$ cat config.mk
export PLATFORM = sky130hd
export DESIGN_NAME = instr_fetch_unit
export DESIGN_NICKNAME = d
export VERILOG_FILES = /design/src/rtl/ifu_pkg.sv /design/src/rtl/ifu_next_pc.sv /design/src/rtl/instr_fetch_unit.sv
export SDC_FILE = /design/constraint.sdc
export NUM_CORES = 1
export LEC_CHECK = 0
export BUFFER_PORTS_ARGS = -buffer_cell sky130_fd_sc_hd__buf_2
export CORE_MARGIN = 8
export CORE_UTILIZATION = 49
export CTS_CLUSTER_DIAMETER = 60
export DETAILED_ROUTE_END_ITERATION = 10
export PLACE_DENSITY_LB_ADDON = 0.1
export SYNTH_ARGS = -nofsm -noshare
export SYNTH_HDL_FRONTEND = slang
export SYNTH_SLANG_ARGS = --single-unit
$ cat constraint.sdc
create_clock -name clk -period 2.9 [get_ports clk]
set_input_delay 0.145 -clock clk [delete_from_list [all_inputs] [get_ports clk]]
set_output_delay 0.145 -clock clk [all_outputs]
set_load 0.02 [all_outputs]
$ cat src/rtl/ifu_pkg.sv
// Shared types and constants for the instruction fetch unit.
package ifu_pkg;

  typedef enum logic [1:0] {
    IDLE  = 2'd0,
    FETCH = 2'd1,
    VALID = 2'd2,
    ERROR = 2'd3
  } ifu_state_e;

  localparam logic [31:0] NOP_INSTR = 32'h0000_0013;
  localparam logic [31:0] PC_INCR   = 32'd4;

  function automatic logic is_word_aligned(input logic [31:0] addr);
    return (addr[1:0] == 2'b00);
  endfunction

endpackage

$ cat src/rtl/ifu_next_pc.sv
// Next-PC selection: JALR target (LSB cleared) over branch/JAL target over PC+4.
module ifu_next_pc
  import ifu_pkg::*;
(
  input  logic [31:0] pc,
  input  logic [31:0] imm_ext,
  input  logic [31:0] alu_result,
  input  logic        branch_taken,
  input  logic        jalr,
  output logic [31:0] next_pc
);

  logic [31:0] branch_target_s;
  logic [31:0] seq_target_s;

  assign branch_target_s = pc + imm_ext;
  assign seq_target_s    = pc + PC_INCR;

  always_comb begin
    next_pc = seq_target_s;
    if (jalr) begin
      next_pc = {alu_result[31:1], 1'b0};
    end else if (branch_taken) begin
      next_pc = branch_target_s;
    end else begin
      next_pc = seq_target_s;
    end
  end

endmodule

$ cat src/rtl/instr_fetch_unit.sv
// Instruction fetch stage: owns pc, fetches over req/ack, holds instr for decode.
// Optional IFU_MISALIGN_TRAP_EN: a misaligned next_pc traps to ERROR instead of being word-aligned.
module instr_fetch_unit
  import ifu_pkg::*;
#(
  parameter logic [31:0] RESET_PC = 32'h0000_0000,
  parameter int unsigned MAX_WAIT = 15
) (
  input  logic        clk,
  input  logic        rst_n,
  output logic        imem_req,
  output logic [31:0] imem_addr,
  input  logic        imem_ack,
  input  logic [31:0] imem_rdata,
  output logic [31:0] instr,
  output logic        instr_valid,
  input  logic        instr_ready,
  output logic [31:0] pc,
  input  logic        branch_taken,
  input  logic        jalr,
  input  logic [31:0] imm_ext,
  input  logic [31:0] alu_result,
  output logic        fetch_err
);

  localparam int unsigned WAIT_W = (MAX_WAIT < 2) ? 1 : $clog2(MAX_WAIT + 1);
  localparam logic [WAIT_W-1:0] WAIT_LAST = WAIT_W'(MAX_WAIT - 1);

  ifu_state_e        state_q, state_d;
  logic [31:0]       pc_q, pc_d;
  logic [31:0]       instr_q, instr_d;
  logic [WAIT_W-1:0] wait_q, wait_d;
  logic [31:0]       next_pc_s;

  ifu_next_pc u_next_pc (
    .pc           (pc_q),
    .imm_ext      (imm_ext),
    .alu_result   (alu_result),
    .branch_taken (branch_taken),
    .jalr         (jalr),
    .next_pc      (next_pc_s)
  );

  always_comb begin
    state_d = state_q;
    pc_d    = pc_q;
    instr_d = instr_q;
    wait_d  = wait_q;
    case (state_q)
      IDLE: begin
        state_d = FETCH;
        wait_d  = '0;
      end
      FETCH: begin
        // An ack on the last allowed cycle still wins over the timeout.
        if (imem_ack) begin
          instr_d = imem_rdata;
          state_d = VALID;
        end else if (wait_q == WAIT_LAST) begin
          state_d = ERROR;
        end else begin
          wait_d = wait_q + WAIT_W'(1);
        end
      end
      VALID: begin
        if (instr_ready) begin
`ifdef IFU_MISALIGN_TRAP_EN
          pc_d = next_pc_s;
          if (is_word_aligned(next_pc_s)) begin
            state_d = FETCH;
            wait_d  = '0;
          end else begin
            state_d = ERROR;
          end
`else
          pc_d    = next_pc_s & ~32'd3;
          state_d = FETCH;
          wait_d  = '0;
`endif
        end else begin
          state_d = VALID;
        end
      end
      ERROR: begin
        state_d = ERROR;
      end
      default: begin
        state_d = IDLE;
      end
    endcase
  end

  // State, pc, held instruction and wait counter.
  always_ff @(posedge clk or negedge rst_n) begin
    if (!rst_n) begin
      state_q <= IDLE;
      pc_q    <= RESET_PC;
      instr_q <= NOP_INSTR;
      wait_q  <= '0;
    end else begin
      state_q <= state_d;
      pc_q    <= pc_d;
      instr_q <= instr_d;
      wait_q  <= wait_d;
    end
  end

  assign imem_req    = (state_q == FETCH);
  assign imem_addr   = pc_q;
  assign pc          = pc_q;
  assign instr       = instr_q;
  assign instr_valid = (state_q == VALID);
  assign fetch_err   = (state_q == ERROR);

endmodule

Yosys cells after proc, flatten, opt, wreduce, memory -nomap -nowiden. Index checks and enable logic that the tools add are counted.

$add $sub $neg: 3. Eq/ne operators: 8. Muxes and demuxes: 10. Reduce and logical (&&, ||, !) cells: 5.

Operators by type and width (number): two-way mux 32 bit (2); adder 32 x 3 -> 32 bit (second input constant) (1); adder 32 bit (1); two-way mux 4 bit (3); case mux 4 bit (3 select lines) (1); case mux 2 bit (4 select lines) (1); two-way mux 2 bit (3); adder 4 x 1 -> 4 bit (second input constant) (1); == test 2 bit (second input constant) (2); == test 4 bit (second input constant) (1); inequality test 2 bit (second input constant) (2); AND reduction 2 bit (2); AND reduction 4 bit (1); inequality test 3 x 1 -> 1 bit (second input constant) (1); nonzero test 3 bit (1); == test 2 x 1 -> 1 bit (second input constant) (1); logical NOT 2 bit (1); inequality test 2 x 1 -> 1 bit (second input constant) (1).

Register bits: 68. Output and inout port bits: 99.

Logic depth before layout (Yosys ltp).
Word-level depth: 4. Mapped depth: 13.

Hierarchy. A second synthesis with hierarchy kept.

Cells, all modules: 643. Area, all modules: 6068.3 um^2.

Modules (own cells, without submodules): instr_fetch_unit (instances 1, cells each 203, area each 3195.6 um^2, seq. area each 1705.4 um^2); ifu_next_pc (instances 1, cells each 440, area each 2872.8 um^2, seq. area each 0.0 um^2).

Worst setup path after synthesis. Ideal clock, no wire load.

Path type: flip-flop to flip-flop. From: reg pc_q[2], in the netlist imem_addr[2]. To: reg pc_q[26], in the netlist imem_addr[26]. Library setup time: 0.129 ns. Data arrival time: 2.678 ns. Data required time: 2.771 ns. Setup slack: 0.093 ns. Stages on the path, launching flop included: 11. Cells stage by stage: dfrtp_1 ha_1 fa_1 a21o_1 a21o_1 a2111o_1 and3_4 o311ai_4 a2111oi_1 a31oi_1 nand3_1.

Word-level cells in the longest chain between the ends: 3. Elaborated cells on any way between the ends: 4. Those cells by class: add/sub: 2; mux: 2.

RTL lines: from (decl) (RTL line instr_fetch_unit.sv:30) `logic [31:0] pc_q, pc_d;`; from (signal assigned) (RTL line instr_fetch_unit.sv:102) `pc_q <= pc_d;`; adder 32 x 3 -> 32 bit / adder 32 bit (equally long branches) (RTL line ifu_next_pc.sv:17, ifu_next_pc.sv:16); two-way mux 32 bit (*) (RTL line ifu_next_pc.sv:23) `end else if (branch_taken) begin`; two-way mux 32 bit (*) (RTL line ifu_next_pc.sv:21) `if (jalr) begin`.

Mark *: on every way between the ends. The rest lies on a longest branch, timed or not. A chain may end at the register's enable or synchronous reset.

Worst setup path after layout.
From: reg pc_q[2], in the netlist imem_addr[2]. To: reg pc_q[28], in the netlist imem_addr[28].

The elaborated chain is that of the path after synthesis.

==> flow_results.org <==
** Drt
- Dividing the detail-routed wire length by the instance count gives 17.0 um.
- Pre-Repair DR Iteration Count :: 4
- Dividing the detail-routed via count by the number of cells gives 5.39.
- Starting DRT DRC Count :: 174
- DRC violations left :: 0
- Final wirelength :: 14.4 mm
- For this block, the via count after detailed routing is 4583.
- Number of nets with antenna violations after detailed routing :: 0

** Power
- Share of power burned in combinational logic :: 57.5%
- Overall power of the completed layout :: 6.24 mW
- Summed over all nets, the switching power comes to 2.94 mW.
- Pwr per Cell Area :: 1030 nW/um^2
- Power Internal :: 3.30 mW
- Worst VDD drop :: 0.597 mV
- Portion of total power attributed to the clock network :: 14.6%
- Reg power frac :: 28.0%
- Cell leakage power :: 3.25 nW
- Net switching is 47.1% of the power.

** Finish
- Area growth from synthesis to final layout :: 22.7%
- N_diodes :: 0
- Of the cells placed in the final design, the portion with a size suffix greater than 1 is 36.8%.
- Layout net count :: 846

** Setup path
- Element type at the critical path end :: flop
- Type of element launching the critical path :: flop
- Maximum fanout count along the critical path :: 4
- Setup Crit Path Kind :: flop to flop
- Data on the critical path arrives at its endpoint at 2.97 ns.
- For the worst setup path, the data required time is 3.13 ns.

** Clock network
- After clock tree synthesis, the clock-pin slew on the worst setup and hold paths is 0.08 ns.
- Counting along the longest clock path gives a buffer depth of 2.
- The H-tree was split into 3 levels.
- TritonCTS built the clock tree.
- Clock network latency to the later pin of the worst-skew pair :: 0.35 ns
- Cell at the root of the clock tree :: clkbuf_8
- Counting the buffers created by CTS gives 9.
- Clock tree sinks :: 68

** Global routing
- Global routing used 21.0% of the available tracks.
- Entering global routing, the biggest net connects 69 pins.
- The first global-routing pass estimated 22.5 mm of wire.
- Number of antenna violations at the first check in global routing :: 0
- Via count of the first global-routing pass :: 4626
- Global-route congestion overflow total :: 0

** Placed design
- Setup WS pre-CTS :: 0.00496 ns
- At the end of routability-driven placement, the weighted congestion stood at 0.867.
- Post-detailed-placement half-perimeter wirelength :: 11.2 mm
- Buffers placed on the I/O ports in this run total 192.

** Worst hold path
- The path class of the tightest hold or removal check is input pin to asynchronous set/reset pin.

** STA
- RSZ-0062 raised after global routing :: no
- Measured against its own limit, the worst slew margin works out to 39.3%.
- For the pin with the worst max-slew slack, the measured transition is 0.911 ns.
- Number of endpoints failing setup at the final stage :: 0
- The max-slew violation total from the final report is 0.
- Fin crit share :: 94.7%
- Setup slack on the critical path of the routed design comes to 0.155 ns.
- Adding up every negative setup slack in the final design gives 0 ns.
- Post-route clock skew :: 0.00720 ns
- Worst slack on hold paths :: -0.00668 ns
- Final Hold Fails :: 4
- Min Clock Period, post-route :: 2.75 ns
- Based on the critical path, the design can be clocked at up to 364 MHz.

** Yosys
- Instance count of the mapped netlist :: 553
- The synthesized netlist occupies a cell area of 4950 um^2.
- Post-synth EDFFs :: 0
- Yosys printed 0 warnings.
- Post-synth top flop :: dfrtp_1
- Averaged over all synthesized cells, the footprint is 8.95 um^2.
- The netlist uses 54 different library cells.
- Counting flops with an async set or reset pin after synthesis yields a share of 100%.
- Yosys reg bits :: 68
- Sequential cell area fraction in the yosys report :: 34.5%

** Die
- For this design the top-level I/O count stands at 201.
- Total die area :: 13600 um^2
- Vertical die dimension :: 116 um
- Starting density of the core :: 50.6%
- Number of placement rows :: 36
- The die is 116 um wide.
- Core area :: 9770 um^2

** Run status
- The flow ran to the end, but the final reports show violations.
- Violated checks :: hold timing

** Run
- Max_cap viols :: 0
[Yosys cell counts (all sizes together) (14+ instances only)]
cell    number  share of area [%]
buf         37                5.4
nand2       45                3.4
and2        32                4.0
a21o        22                3.3
nand3       16                1.6
and3        14                1.9
nor2        35                2.7
clkbuf      23                1.7
a21oi       44                4.5
mux2        32                7.3
dfrtp       65                 33
ha          31                7.8
o21ai       40                4.0
[worst max-delay path: stages, from the launching register on]
cell and delay [ns]:
dfrtp_1 0.41, ha_2 0.22, fa_2 0.35, a21o_1 0.18, a21o_1 0.22, a2111o_1 0.41
nand3_1 0.11, nand2_1 0.11, a211oi_1 0.29, mux2i_1 0.22, nand3_1 0.09
[layout by cell type, fill, tap and decap left out, types with 11 or more instances in the layout]
| cell type | netlist | routed |
|---|---|---|
| o21ai_1 | 11 | 11 |
| and2_1 | 32 | 32 |
| nand2_1 | 45 | 45 |
| o21ai_0 | 29 | 29 |
| buf_4 | 34 | 13 |
| nand3_1 | 16 | 16 |
| nor2_1 | 35 | 35 |
| a21o_1 | 22 | 22 |
| xnor2_1 | 12 | 12 |
| ha_1 | 31 | 30 |
| a21oi_1 | 44 | 44 |
| dfrtp_1 | 65 | 65 |
| and3_1 | 13 | 13 |
| buf_2 | 0 | 192 |
| mux2_2 | 32 | 32 |
[metal layers]
| metal | vias to the layer above | GRT usage (%) | share of wire, % | wire [um] |
|---|---|---|---|---|
| met5 | - | 0 | 0 | 0 |
| met4 | 0 | 5.62 | 1.0 | 144 |
| met3 | 12 | 6.62 | 9.7 | 1400 |
| met2 | 167 | 34.7 | 47 | 6820 |
| met1 | 2150 | 25.8 | 42 | 6060 |
| li1 | 2254 | - | - | - |
[logic make-up after synthesis]
logic type	share of synthesized area (%)
AOI/OAI and AO/OA	19.7
xor gates and xnor gates	3.54
adders and majority gates	8.24
buffers and inverters	7.81
DFF	34.5
muxes	9.10
other	0.0758
and+or+nand+nor	17.0
[sequential cells by signal (all words and copies together) (netlist names)]
| register | count |
|---|---|
| instr | 32 |
| state_q | 2 |
| wait_q | 4 |
| imem_addr | 30 |
[repair_timing]
| action | 4_1_cts | 5_1_grt |
|---|---|---|
| endpoints found under the setup margin | 2 | 7 |
| buffers inserted | 0 | 1 |
| resized for setup | 1 | 3 |
| pin swaps | 0 | 2 |
| hold buffers | 0 | 0 |
[power by group through the flow]
stage / clock network [mW] / registers (mW) / logic [mW]
floorplan: 0 / 2.23 / 2.19
global placement: 0 / 1.73 / 3.54
detailed placement: 0 / 1.76 / 3.59
CTS: 0.922 / 1.75 / 3.60
global route: 0.964 / 1.82 / 3.92
finish: 0.908 / 1.75 / 3.59
[cell type report]
type | instances | area (um^2)
flip-flops and latches | 68 | 1710
repair buffers | 205 | 1060
well taps | 133 | 166
clock buffers | 9 | 124
clock inverters | 7 | 98.8
multi-input cells | 419 | 2880
inverters | 9 | 33.8
fillers | 911 | 3710
[stage by stage]
step	cell area [um^2]	hold slack (ns)	instances	utilization (%)
after floorplan	4960	-0.151	556	-
final	6070	-0.00668	850	62.1
after global routing	6070	0.0107	850	62.1
after CTS	6050	0.00286	849	61.9
after detailed placement	5820	0.380	833	59.6
after global placement	5820	0.376	833	59.6
[final timing paths]
| check | from | slack (ns) | cells after the start | endpoint |
|---|---|---|---|---|
| setup / recovery | imem_addr[2]$_DFFE_PN0P_ | 0.15 | 10 | imem_addr[28]$_DFFE_PN0P_ |
| hold / removal | rst_n | -0.007 | 2 | instr[19]$_DFFE_PN0P_ |
| setup reg to reg | imem_addr[2]$_DFFE_PN0P_ | 0.15 | 10 | imem_addr[28]$_DFFE_PN0P_ |
| hold reg to reg | wait_q[3]$_DFFE_PN0P_ | 0.49 | 1 | wait_q[3]$_DFFE_PN0P_ |
| max in group asynchronous | rst_n | 2.31 | 2 | instr[5]$_DFFE_PN0P_ |
| min in group clk | imem_ack | 0.02 | 2 | state_q[0]$_DFFE_PN0P_ |
Power figures use the tool's default switching activity.
